File: config.mk
export PLATFORM = sky130hd
export DESIGN_NAME = voice_scheduler
export DESIGN_NICKNAME = d
export VERILOG_FILES = /design/src/rtl/synth_pkg.sv /design/src/rtl/free_voice_finder.sv /design/src/rtl/voice_scheduler.sv
export SDC_FILE = /design/constraint.sdc
export NUM_CORES = 1
export LEC_CHECK = 0
export ABC_AREA = 1
export CORE_ASPECT_RATIO = 1.4
export CORE_MARGIN = 2
export CORE_UTILIZATION = 30
export DETAILED_ROUTE_END_ITERATION = 16
export GPL_TIMING_DRIVEN = 0
export SLEW_MARGIN = 20
export SYNTH_ARGS = -nofsm -noshare
export SYNTH_HDL_FRONTEND = slang
export SYNTH_SLANG_ARGS = --single-unit
File: constraint.sdc
create_clock -name clk -period 7 [get_ports clk]
set_input_delay 1.05 -clock clk [delete_from_list [all_inputs] [get_ports clk]]
set_output_delay 1.05 -clock clk [all_outputs]
set_load 0.05 [all_outputs]
File: src/rtl/synth_pkg.sv
// rtl/synth_pkg.sv - shared note/divider constants and voice table types
// Purpose: common widths, note index constants and the per-voice table
// entry used by the voice scheduler and its helpers.
package synth_pkg;

    localparam int NUM_NOTES = 12;
    localparam int NOTE_W    = 4;
    localparam int DIV_W     = 16;

    typedef struct packed {
        logic              valid;
        logic [NOTE_W-1:0] note;
    } voice_t;

    localparam logic [NOTE_W-1:0] NOTE_C  = 4'd0;
    localparam logic [NOTE_W-1:0] NOTE_CS = 4'd1;
    localparam logic [NOTE_W-1:0] NOTE_D  = 4'd2;
    localparam logic [NOTE_W-1:0] NOTE_DS = 4'd3;
    localparam logic [NOTE_W-1:0] NOTE_E  = 4'd4;
    localparam logic [NOTE_W-1:0] NOTE_F  = 4'd5;
    localparam logic [NOTE_W-1:0] NOTE_FS = 4'd6;
    localparam logic [NOTE_W-1:0] NOTE_G  = 4'd7;
    localparam logic [NOTE_W-1:0] NOTE_GS = 4'd8;
    localparam logic [NOTE_W-1:0] NOTE_A  = 4'd9;
    localparam logic [NOTE_W-1:0] NOTE_AS = 4'd10;
    localparam logic [NOTE_W-1:0] NOTE_B  = 4'd11;

endpackage

File: src/rtl/free_voice_finder.sv
// rtl/free_voice_finder.sv - lowest-index free voice priority encoder
// Purpose: combinational search over the voice valid bits.
// Ports:
//   valid  in   N      1 = voice busy
//   found  out  1      at least one voice is free
//   idx    out  IDX_W  lowest-numbered free voice (0 when none)
module free_voice_finder #(
    parameter int N     = 4,
    parameter int IDX_W = 2
) (
    input  logic [N-1:0]     valid,
    output logic             found,
    output logic [IDX_W-1:0] idx
);

    // Walk downward so the lowest free index is the last one written.
    always_comb begin
        found = 1'b0;
        idx   = '0;
        for (int i = N - 1; i >= 0; i--) begin
            if (!valid[i]) begin
                found = 1'b1;
                idx   = IDX_W'(i);
            end
        end
    end

endmodule

File: src/rtl/voice_scheduler.sv
// rtl/voice_scheduler.sv - polyphonic key-to-voice allocator
// Purpose: scans the 12-key bitmap one key per cycle, assigns pressed keys
// to the lowest free voice, frees voices on release and drives each voice's
// divider count from the divider outputs.
// Ports:
//   clk         in   1                 system clock
//   rst         in   1                 synchronous active-high reset
//   keys        in   12                debounced key levels, bit n = note n
//   div_in      in   12*16             divider counts, note n at [16n+15:16n]
//   voice_gate  out  NUM_VOICES        voice holds a note
//   voice_note  out  NUM_VOICES*4      note held by voice (0 when free)
//   voice_div   out  NUM_VOICES*16     count for voice (0 when free)
//   note_on     out  NUM_VOICES        one-cycle assignment strobe
//   full        out  1                 all voices busy
module voice_scheduler
    import synth_pkg::*;
#(
    parameter int NUM_VOICES = 4
) (
    input  logic                          clk,
    input  logic                          rst,
    input  logic [NUM_NOTES-1:0]          keys,
    input  logic [NUM_NOTES*DIV_W-1:0]    div_in,
    output logic [NUM_VOICES-1:0]         voice_gate,
    output logic [NUM_VOICES*NOTE_W-1:0]  voice_note,
    output logic [NUM_VOICES*DIV_W-1:0]   voice_div,
    output logic [NUM_VOICES-1:0]         note_on,
    output logic                          full
);

    localparam int IDX_W = (NUM_VOICES > 1) ? $clog2(NUM_VOICES) : 1;

    logic [NOTE_W-1:0]             scan_idx;
    voice_t [NUM_VOICES-1:0]       table_q;
    voice_t [NUM_VOICES-1:0]       table_d;
    logic [NUM_VOICES-1:0]         valid_q;
    logic [NUM_VOICES-1:0]         valid_d;
    logic [NUM_VOICES-1:0]         note_on_q;
    logic [NUM_VOICES-1:0]         note_on_d;
    logic [NUM_VOICES*DIV_W-1:0]   div_q;
    logic [NUM_VOICES*DIV_W-1:0]   div_d;
    logic                          full_q;

    logic                          key_now;
    logic                          hit;
    logic [IDX_W-1:0]              hit_idx;
    logic                          free_found;
    logic [IDX_W-1:0]              free_idx;

    always_comb begin
        for (int v = 0; v < NUM_VOICES; v++) begin
            valid_q[v]                         = table_q[v].valid;
            voice_note[v*NOTE_W +: NOTE_W]     = table_q[v].note;
        end
    end

    free_voice_finder #(
        .N     (NUM_VOICES),
        .IDX_W (IDX_W)
    ) u_free_voice_finder (
        .valid (valid_q),
        .found (free_found),
        .idx   (free_idx)
    );

    // Only the key under the scan pointer is examined, so at most one
    // table entry changes per cycle.
    always_comb begin
        key_now   = keys[scan_idx];
        hit       = 1'b0;
        hit_idx   = '0;
        for (int v = 0; v < NUM_VOICES; v++) begin
            if (table_q[v].valid && (table_q[v].note == scan_idx)) begin
                hit     = 1'b1;
                hit_idx = IDX_W'(v);
            end
        end

        table_d   = table_q;
        note_on_d = '0;
        if (key_now && !hit && free_found) begin
            table_d[free_idx].valid = 1'b1;
            table_d[free_idx].note  = scan_idx;
            note_on_d[free_idx]     = 1'b1;
        end else if (!key_now && hit) begin
            table_d[hit_idx] = '0;
        end

        // Counts follow the post-update table so voice_div lines up with
        // voice_gate, and a div_in change lands one cycle later.
        for (int v = 0; v < NUM_VOICES; v++) begin
            valid_d[v]                 = table_d[v].valid;
            div_d[v*DIV_W +: DIV_W]    = '0;
            if (table_d[v].valid) begin
                for (int j = 0; j < NUM_NOTES; j++) begin
                    if (table_d[v].note == NOTE_W'(j)) begin
                        div_d[v*DIV_W +: DIV_W] = div_in[j*DIV_W +: DIV_W];
                    end
                end
            end
        end
    end

    always_ff @(posedge clk) begin
        if (rst) begin
            scan_idx  <= '0;
            table_q   <= '0;
            note_on_q <= '0;
            div_q     <= '0;
            full_q    <= 1'b0;
        end else begin
            scan_idx  <= (scan_idx == 4'd11) ? 4'd0 : scan_idx + 4'd1;
            table_q   <= table_d;
            note_on_q <= note_on_d;
            div_q     <= div_d;
            full_q    <= &valid_d;
        end
    end

    assign voice_gate = valid_q;
    assign voice_div  = div_q;
    assign note_on    = note_on_q;
    assign full       = full_q;

endmodule

==> impl_metrics.json, run 1 <==
{
  "synth_top_cell_by_area": "nand2_1",
  "cts_root_buf": "clkbuf_16",
  "die_y_um": 222,
  "crit_path_max_fanout": 10,
  "critPathBufInv": 5,
  "core_region_area_mm2": 0.0338,
  "port_buffers": 294,
  "wl_per_cell_um": 21.9,
  "grt_first_pass_wirelength_um": 87200,
  "syn-mean-instance-area_um2": 5.30,
  "area_growth_pct": 37.5,
  "synth_top_area_share_pct": 24.7,
  "power_leakage_uw": 0.00656,
  "finalCriticalPeriod_ps": 4240,
  "async_flop_share_pct": 0,
  "critical-path-max-stage-delay_ps": 540,
  "post_cts_buffers": 0,
  "ys_types": 33,
  "synthCells": 1926,
  "ioPinCount": 295,
  "clk_pin_slew_ps": 80,
  "n_fill_cell": 3822,
  "critical_path_arrival_ps": 4570,
  "skew_ps": 10.9,
  "max_cap_violations": 0,
  "fin_crit_sh_pct": 60.6,
  "gp_congestion": 1.01,
  "drc": 0,
  "cts_made_buffers": 9,
  "layout-drive-gt1-share_pct": 7.65,
  "overflow": 0,
  "vias": 14300,
  "antenna_found_initial": 1,
  "ant_nets": 0,
  "drt_wl_total_um": 59000,
  "clock_path_buffers": 2,
  "placed_cell_area_mm2": 0.0137,
  "max_freq_mhz": 236,
  "cellPowerDensity_mw_per_mm2": 249,
  "drt_iter0_drc": 1458,
  "ys_warn_count": 0,
  "setup_viol": 0,
  "viasPerCell": 5.30,
  "final_max_slew_viol_count": 0,
  "cp_cell_sequence": "clkdlybuf4s50_1 > nand2_1 > nand3_1 > nand2_1 > nand2_1 > nand2_1 > inv_1 > nand2_2 > nand2_1 > nand3_1 > nand2_1 > nor2_2 > nand2_1 > inv_1 > clkbuf_1 > nand2_1 > nand4_1 > nand2_1 > inv_1",
  "nNetsFinal": 2438,
  "grt_usage_pct": 32.3,
  "slew_headroom_pct": 38.5,
  "start_util_pct": 30.2,
  "worstSetupEndpointType": "register",
  "hp-class": "reg -> reg",
  "whs_ps": 600,
  "final_hold_viol_count": 0,
  "syn-num-nets": 2133,
  "ys_top_cells_by_area": "nand2_1, dfxtp_1, nand3_1, nand4_1, nor2_1",
  "critPathTopFamily": "simple AND/OR/NAND/NOR gates",
  "dp_hpwl_um": 48600,
  "clock_latency_ps": 380,
  "yosysSeqAreaShare_pct": 18.2,
  "synth_commonest_cells": "nand2_1, nor2_1, inv_1",
  "holdBufCountCts": 0,
  "synth_edf_count": 0,
  "critPathLaunchType": "primary input",
  "status": "finished, final reports clean",
  "crit_top_cell": "nand2_1",
  "fin_tns_setup_ps": 0,
  "cts_tree": "done",
  "ys_ff_latch": 93,
  "rsz0062_at_grt": "false",
  "fp.dieArea_mm2": 0.0356,
  "post_cts_resized": 0,
  "grt_pass1_vias": 13600,
  "crit_type": "in -> reg",
  "synthesis.area_mm2": 0.0102,
  "dr.pass1.iters": 6,
  "h-tree-depth": 3,
  "clock_sinks": 93,
  "worstPathRequired_ps": 7330,
  "die_w_um": 160,
  "critPathSlowestCell": "clkbuf_1",
  "yosysMostFrequentCell": "nand2_1",
  "final_area_mm2": 0.0140,
  "synth_flop_cell": "dfxtp_1",
  "worst_pin_slew_ps": 919,
  "irDropWorstVdd_mv": 0.160,
  "grt_max_degree": 19,
  "core.rowCount": 80
}
state kept, by name, indices dropped and copies added (netlist names):
name and cells:
voice_gate 4, voice_div 64, full 1, note_on 4, voice_note 16, scan_idx 4
cell usage in the layout, fill, tap and decap left out, drive strengths merged:
cell,instances
a21oi,115
a31oi,1
and2,6
buf,68
bufinv,1
clkbuf,35
clkdlybuf4s50,294
clkinv,1
clkinvlp,2
dfxtp,93
diode,1
ha,1
inv,235
nand2,693
nand3,199
nand4,136
nor2,237
nor3,7
nor4,3
nor4b,1
o211ai,2
o21ai,99
or2,3
xnor2,2
xor2,2
tightest hold or removal path: cells and delay by family, from the launching register on:
family                   cells  cell delay (ps)
buffers and inverters        1               30
flip-flops                   1              340
AND/OR/NAND/NOR              1               80
adder cells (fa/ha/maj)      1              120
power by group:
part,switching [µW],internal [µW],total (µW)
combinational,1620,693,2320
sequential,42.1,596,638
clock,251,286,537
final cells by class:
type / instances / area (µm²) / share of cell area (%)
Sequential cell: 93 / 1860 / 13.3
Buffer: 94 / 518 / 3.69
Inverter: 232 / 871 / 6.20
Timing Repair Buffer: 294 / 2940 / 21.0
Clock inverter: 7 / 92.6 / 0.659
Clock buffer: 9 / 225 / 1.60
Tap cell: 451 / 564 / 4.02
Multi-Input combinational cell: 1507 / 6960 / 49.6
Antenna cell: 1 / 2.50 / 0.0178
through the flow:
| step | std cells | util (%) | setup WS (ps) | total power, µW |
|---|---|---|---|---|
| detailed placement | 2671 | 40.6 | 2470 | 2910 |
| global placement | 2671 | 40.6 | 2520 | 2900 |
| CTS | 2687 | 41.5 | 2860 | 3450 |
| finish | 2688 | 41.5 | 2760 | 3490 |
| global route | 2688 | 41.5 | 2630 | 3680 |
| floorplan | 1926 | - | 3950 | 1980 |
final timing paths:
| check | startpoint | to | slack, ps | depth (start not counted) |
|---|---|---|---|---|
| worst max-delay path | keys[8] | voice_div[17]$_SDFF_PP0_ | 2760 | 19 |
| worst min-delay path | scan_idx[1]$_SDFF_PP0_ | scan_idx[1]$_SDFF_PP0_ | 600 | 3 |
| worst max register to register | scan_idx[1]$_SDFF_PP0_ | voice_div[17]$_SDFF_PP0_ | 3130 | 20 |
| worst min register to register | scan_idx[1]$_SDFF_PP0_ | scan_idx[1]$_SDFF_PP0_ | 600 | 3 |
per-layer routing:
metal	share of wire, %	vias to the layer above	track usage [%]
li1	-	6804	-
met1	40	6569	39.0
met2	49	757	56.2
met3	7.1	120	5.25
met4	4.3	0	14.1
met5	0	-	0
kinds of logic (layout without fill, tap and decap cells):
logic type	after synthesis	after routing	share of synthesized area, %
and+or+nand+nor	1285	1285	56.8
adders and majority gates	1	1	0.122
AOI/OAI and AO/OA	217	217	10.9
other	0	1	0
xor gates and xnor gates	4	4	0.343
buffers and inverters	326	636	13.6
DFF	93	93	18.2
No activity file was read; power rests on OpenSTA's default activity.
==> inputs of run 2 (changes only) <==
==> constraint.sdc (replaced) <==
create_clock -name clk -period 3.7 [get_ports clk]
set_input_delay 0.555 -clock clk [delete_from_list [all_inputs] [get_ports clk]]
set_output_delay 0.555 -clock clk [all_outputs]
set_load 0.05 [all_outputs]
==> run 2 against run 1 <==
  * Clock-buffer cell count did not move
  * Global-route usage stayed put
  * Setup slack got worse by 2600 ps
  * Largest cell class unchanged
  * Highest routed layer unchanged
==> impl_metrics.json, run 2 (synthesized netlist as in run 1, its figures left out) <==
{
  "status": "finished, final reports clean",
  "start_util_pct": 30.2,
  "crit_top_cell": "nand2_1",
  "critical_path_arrival_ps": 3890,
  "vias": 14300,
  "largest_register_ffs": 64,
  "overflow": 0,
  "slew_headroom_pct": 50.9,
  "use_met2_pct": 56.5,
  "nNetsFinal": 2436,
  "die_w_um": 160,
  "crit_type": "reg -> reg",
  "final_max_slew_viol_count": 0,
  "drt_wl_total_um": 58900,
  "cellPowerDensity_mw_per_mm2": 471,
  "wl_per_cell_um": 21.9,
  "clk_pin_slew_ps": 80,
  "comb_power_share_pct": 66.6,
  "intPower_uw": 3000,
  "placed_cell_area_mm2": 0.0137,
  "cp_cell_sequence": "buf_4 > inv_2 > buf_4 > nand3_1 > nand2_1 > nand2_1 > nand2_1 > nor2_4 > buf_2 > nand4_1 > nand2_2 > inv_2 > nor2_2 > nand2_1 > inv_1 > buf_2 > a21oi_1 > nand4_1 > nand2_1 > inv_1",
  "critical-path-max-stage-delay_ps": 340,
  "critPathSlowestCell": "dfxtp_1",
  "irDropWorstVdd_mv": 0.302,
  "grt.met1_usage_pct": 39.1,
  "h-tree-depth": 3,
  "die_y_um": 222,
  "max_freq_mhz": 281,
  "fin_crit_sh_pct": 96.1,
  "core_region_area_mm2": 0.0338,
  "antenna_found_initial": 1,
  "grt_max_degree": 19,
  "dp_hpwl_um": 48600,
  "finalCriticalPeriod_ps": 3560,
  "gp_congestion": 1.01,
  "hp-class": "reg -> reg",
  "worstSetupEndpointType": "register",
  "core.rowCount": 80,
  "power_leakage_uw": 0.00660,
  "p_sw_uw": 3660,
  "max_cap_violations": 0,
  "final_area_mm2": 0.0141,
  "ioPinCount": 295,
  "met3_usage_pct": 5.23,
  "clock_path_buffers": 2,
  "grt_first_pass_wirelength_um": 87100,
  "critPathLaunchType": "register",
  "layout-drive-gt1-share_pct": 8.86,
  "drc": 0,
  "final_hold_viol_count": 0,
  "top_usage_layer": "met2",
  "pwr-share-clk_pct": 15.3,
  "grt_pass1_vias": 13600,
  "pwr-share-seq_pct": 18.1,
  "cts_tree": "done",
  "ant_nets": 0,
  "fp.dieArea_mm2": 0.0356,
  "whs_ps": 601,
  "drt_iter0_drc": 1539,
  "clock_sinks": 93,
  "fin_util_pct": 41.8,
  "cts_made_buffers": 9,
  "holdBufCountCts": 0,
  "port_buffers": 294,
  "clock_latency_ps": 380,
  "rrSetupSlack_ps": 140,
  "grt_usage_pct": 32.3,
  "worst_pin_slew_ps": 736,
  "final_common_cell": "nand2_1",
  "setup_viol": 0,
  "worstPathRequired_ps": 4030,
  "dr.pass1.iters": 6,
  "cts_root_buf": "clkbuf_16",
  "power.share.switching_pct": 55.0,
  "viasPerCell": 5.33,
  "skew_ps": 11.9,
  "crit_path_max_fanout": 10,
  "mostFrequentLayoutCells": "nand2_1, clkdlybuf4s50_1, inv_1",
  "area_growth_pct": 38.4
}
## run 2: cell count changes in the layout (fill, tap and decap cells not counted), moves of 5 or more
cell	before	now
nor2_2	12	17
nand2_1	673	667
nand2_2	12	17
nor2_1	214	205
clkbuf_2	0	7
clkbuf_1	26	15
## run 2: final timing paths
kind | from | end | cells past startpoint
worst max-delay path | scan_idx[1]$_SDFF_PP0_ | voice_div[52]$_SDFF_PP0_ | 20
worst max register to register | scan_idx[1]$_SDFF_PP0_ | voice_div[52]$_SDFF_PP0_ | 20
worst min-delay path | scan_idx[1]$_SDFF_PP0_ | scan_idx[1]$_SDFF_PP0_ | 3
worst min register to register | scan_idx[1]$_SDFF_PP0_ | scan_idx[1]$_SDFF_PP0_ | 3
## run 2: worst max-delay path: cells and delay by family, from the launching register on
kind,cells,cell delay (ps)
AOI/OAI and AO/OA,1,110
buffers and inverters,8,1330
DFF,1,340
and+or+nand+nor,11,1720
## run 2: power groups by stage
stage	registers [µW]	clock network [µW]	logic (µW)
floorplan	1640	0	2120
global placement	1230	0	4260
detailed placement	1230	0	4270
CTS	1210	1040	4290
global route	1220	1070	4720
finish	1210	1020	4430
## run 2: final cells by class
| class | instances | area [µm²] |
|---|---|---|
| fillers | 3836 | 19700 |
| multi-input cells | 1507 | 7040 |
| repair buffers | 296 | 2960 |
| flip-flops and latches | 93 | 1860 |
| inverters | 232 | 875 |
| well taps | 451 | 564 |
| plain buffers | 90 | 522 |
| clock buffers | 9 | 225 |
| clock inverters | 7 | 92.6 |
| diodes | 2 | 5.00 |
## run 2: repair_timing
action,in CTS,in global routing
pin swaps,0,4
resized for setup,0,41
setup endpoints to repair,9,48
buffers inserted,0,2
## run 2: metrics by stage
step                      total power, µW  cells  setup TNS [ps]  worst slack, ps
after global placement               5490   2671           -5490             -288
after global routing                 7010   2687           -2.97            -2.97
after floorplan                      3750   1926               0              853
after detailed placement             5500   2671           -6760             -336
final                                6660   2687               0              144
after CTS                            6530   2686               0             22.3
## run 2: layer usage
metal / share of wire [%] / vias up / wire, µm
li1: - / 6803 / -
met1: 40 / 6615 / 23400
met2: 49 / 787 / 28700
met3: 7.4 / 117 / 4360
met4: 4.1 / 0 / 2430
met5: 0 / - / 0
==> inputs of run 3 (changes only) <==
--- a/config.mk
+++ b/config.mk
@@ -9,6 +9,7 @@
 export CORE_ASPECT_RATIO = 1.4
 export CORE_MARGIN = 2
 export CORE_UTILIZATION = 30
+export CTS_CLUSTER_DIAMETER = 50
 export DETAILED_ROUTE_END_ITERATION = 16
 export GPL_TIMING_DRIVEN = 0
 export SLEW_MARGIN = 20
==> results of run 3 <==
Same layout as run 2: the final DEF is identical, and so are final timing and power.
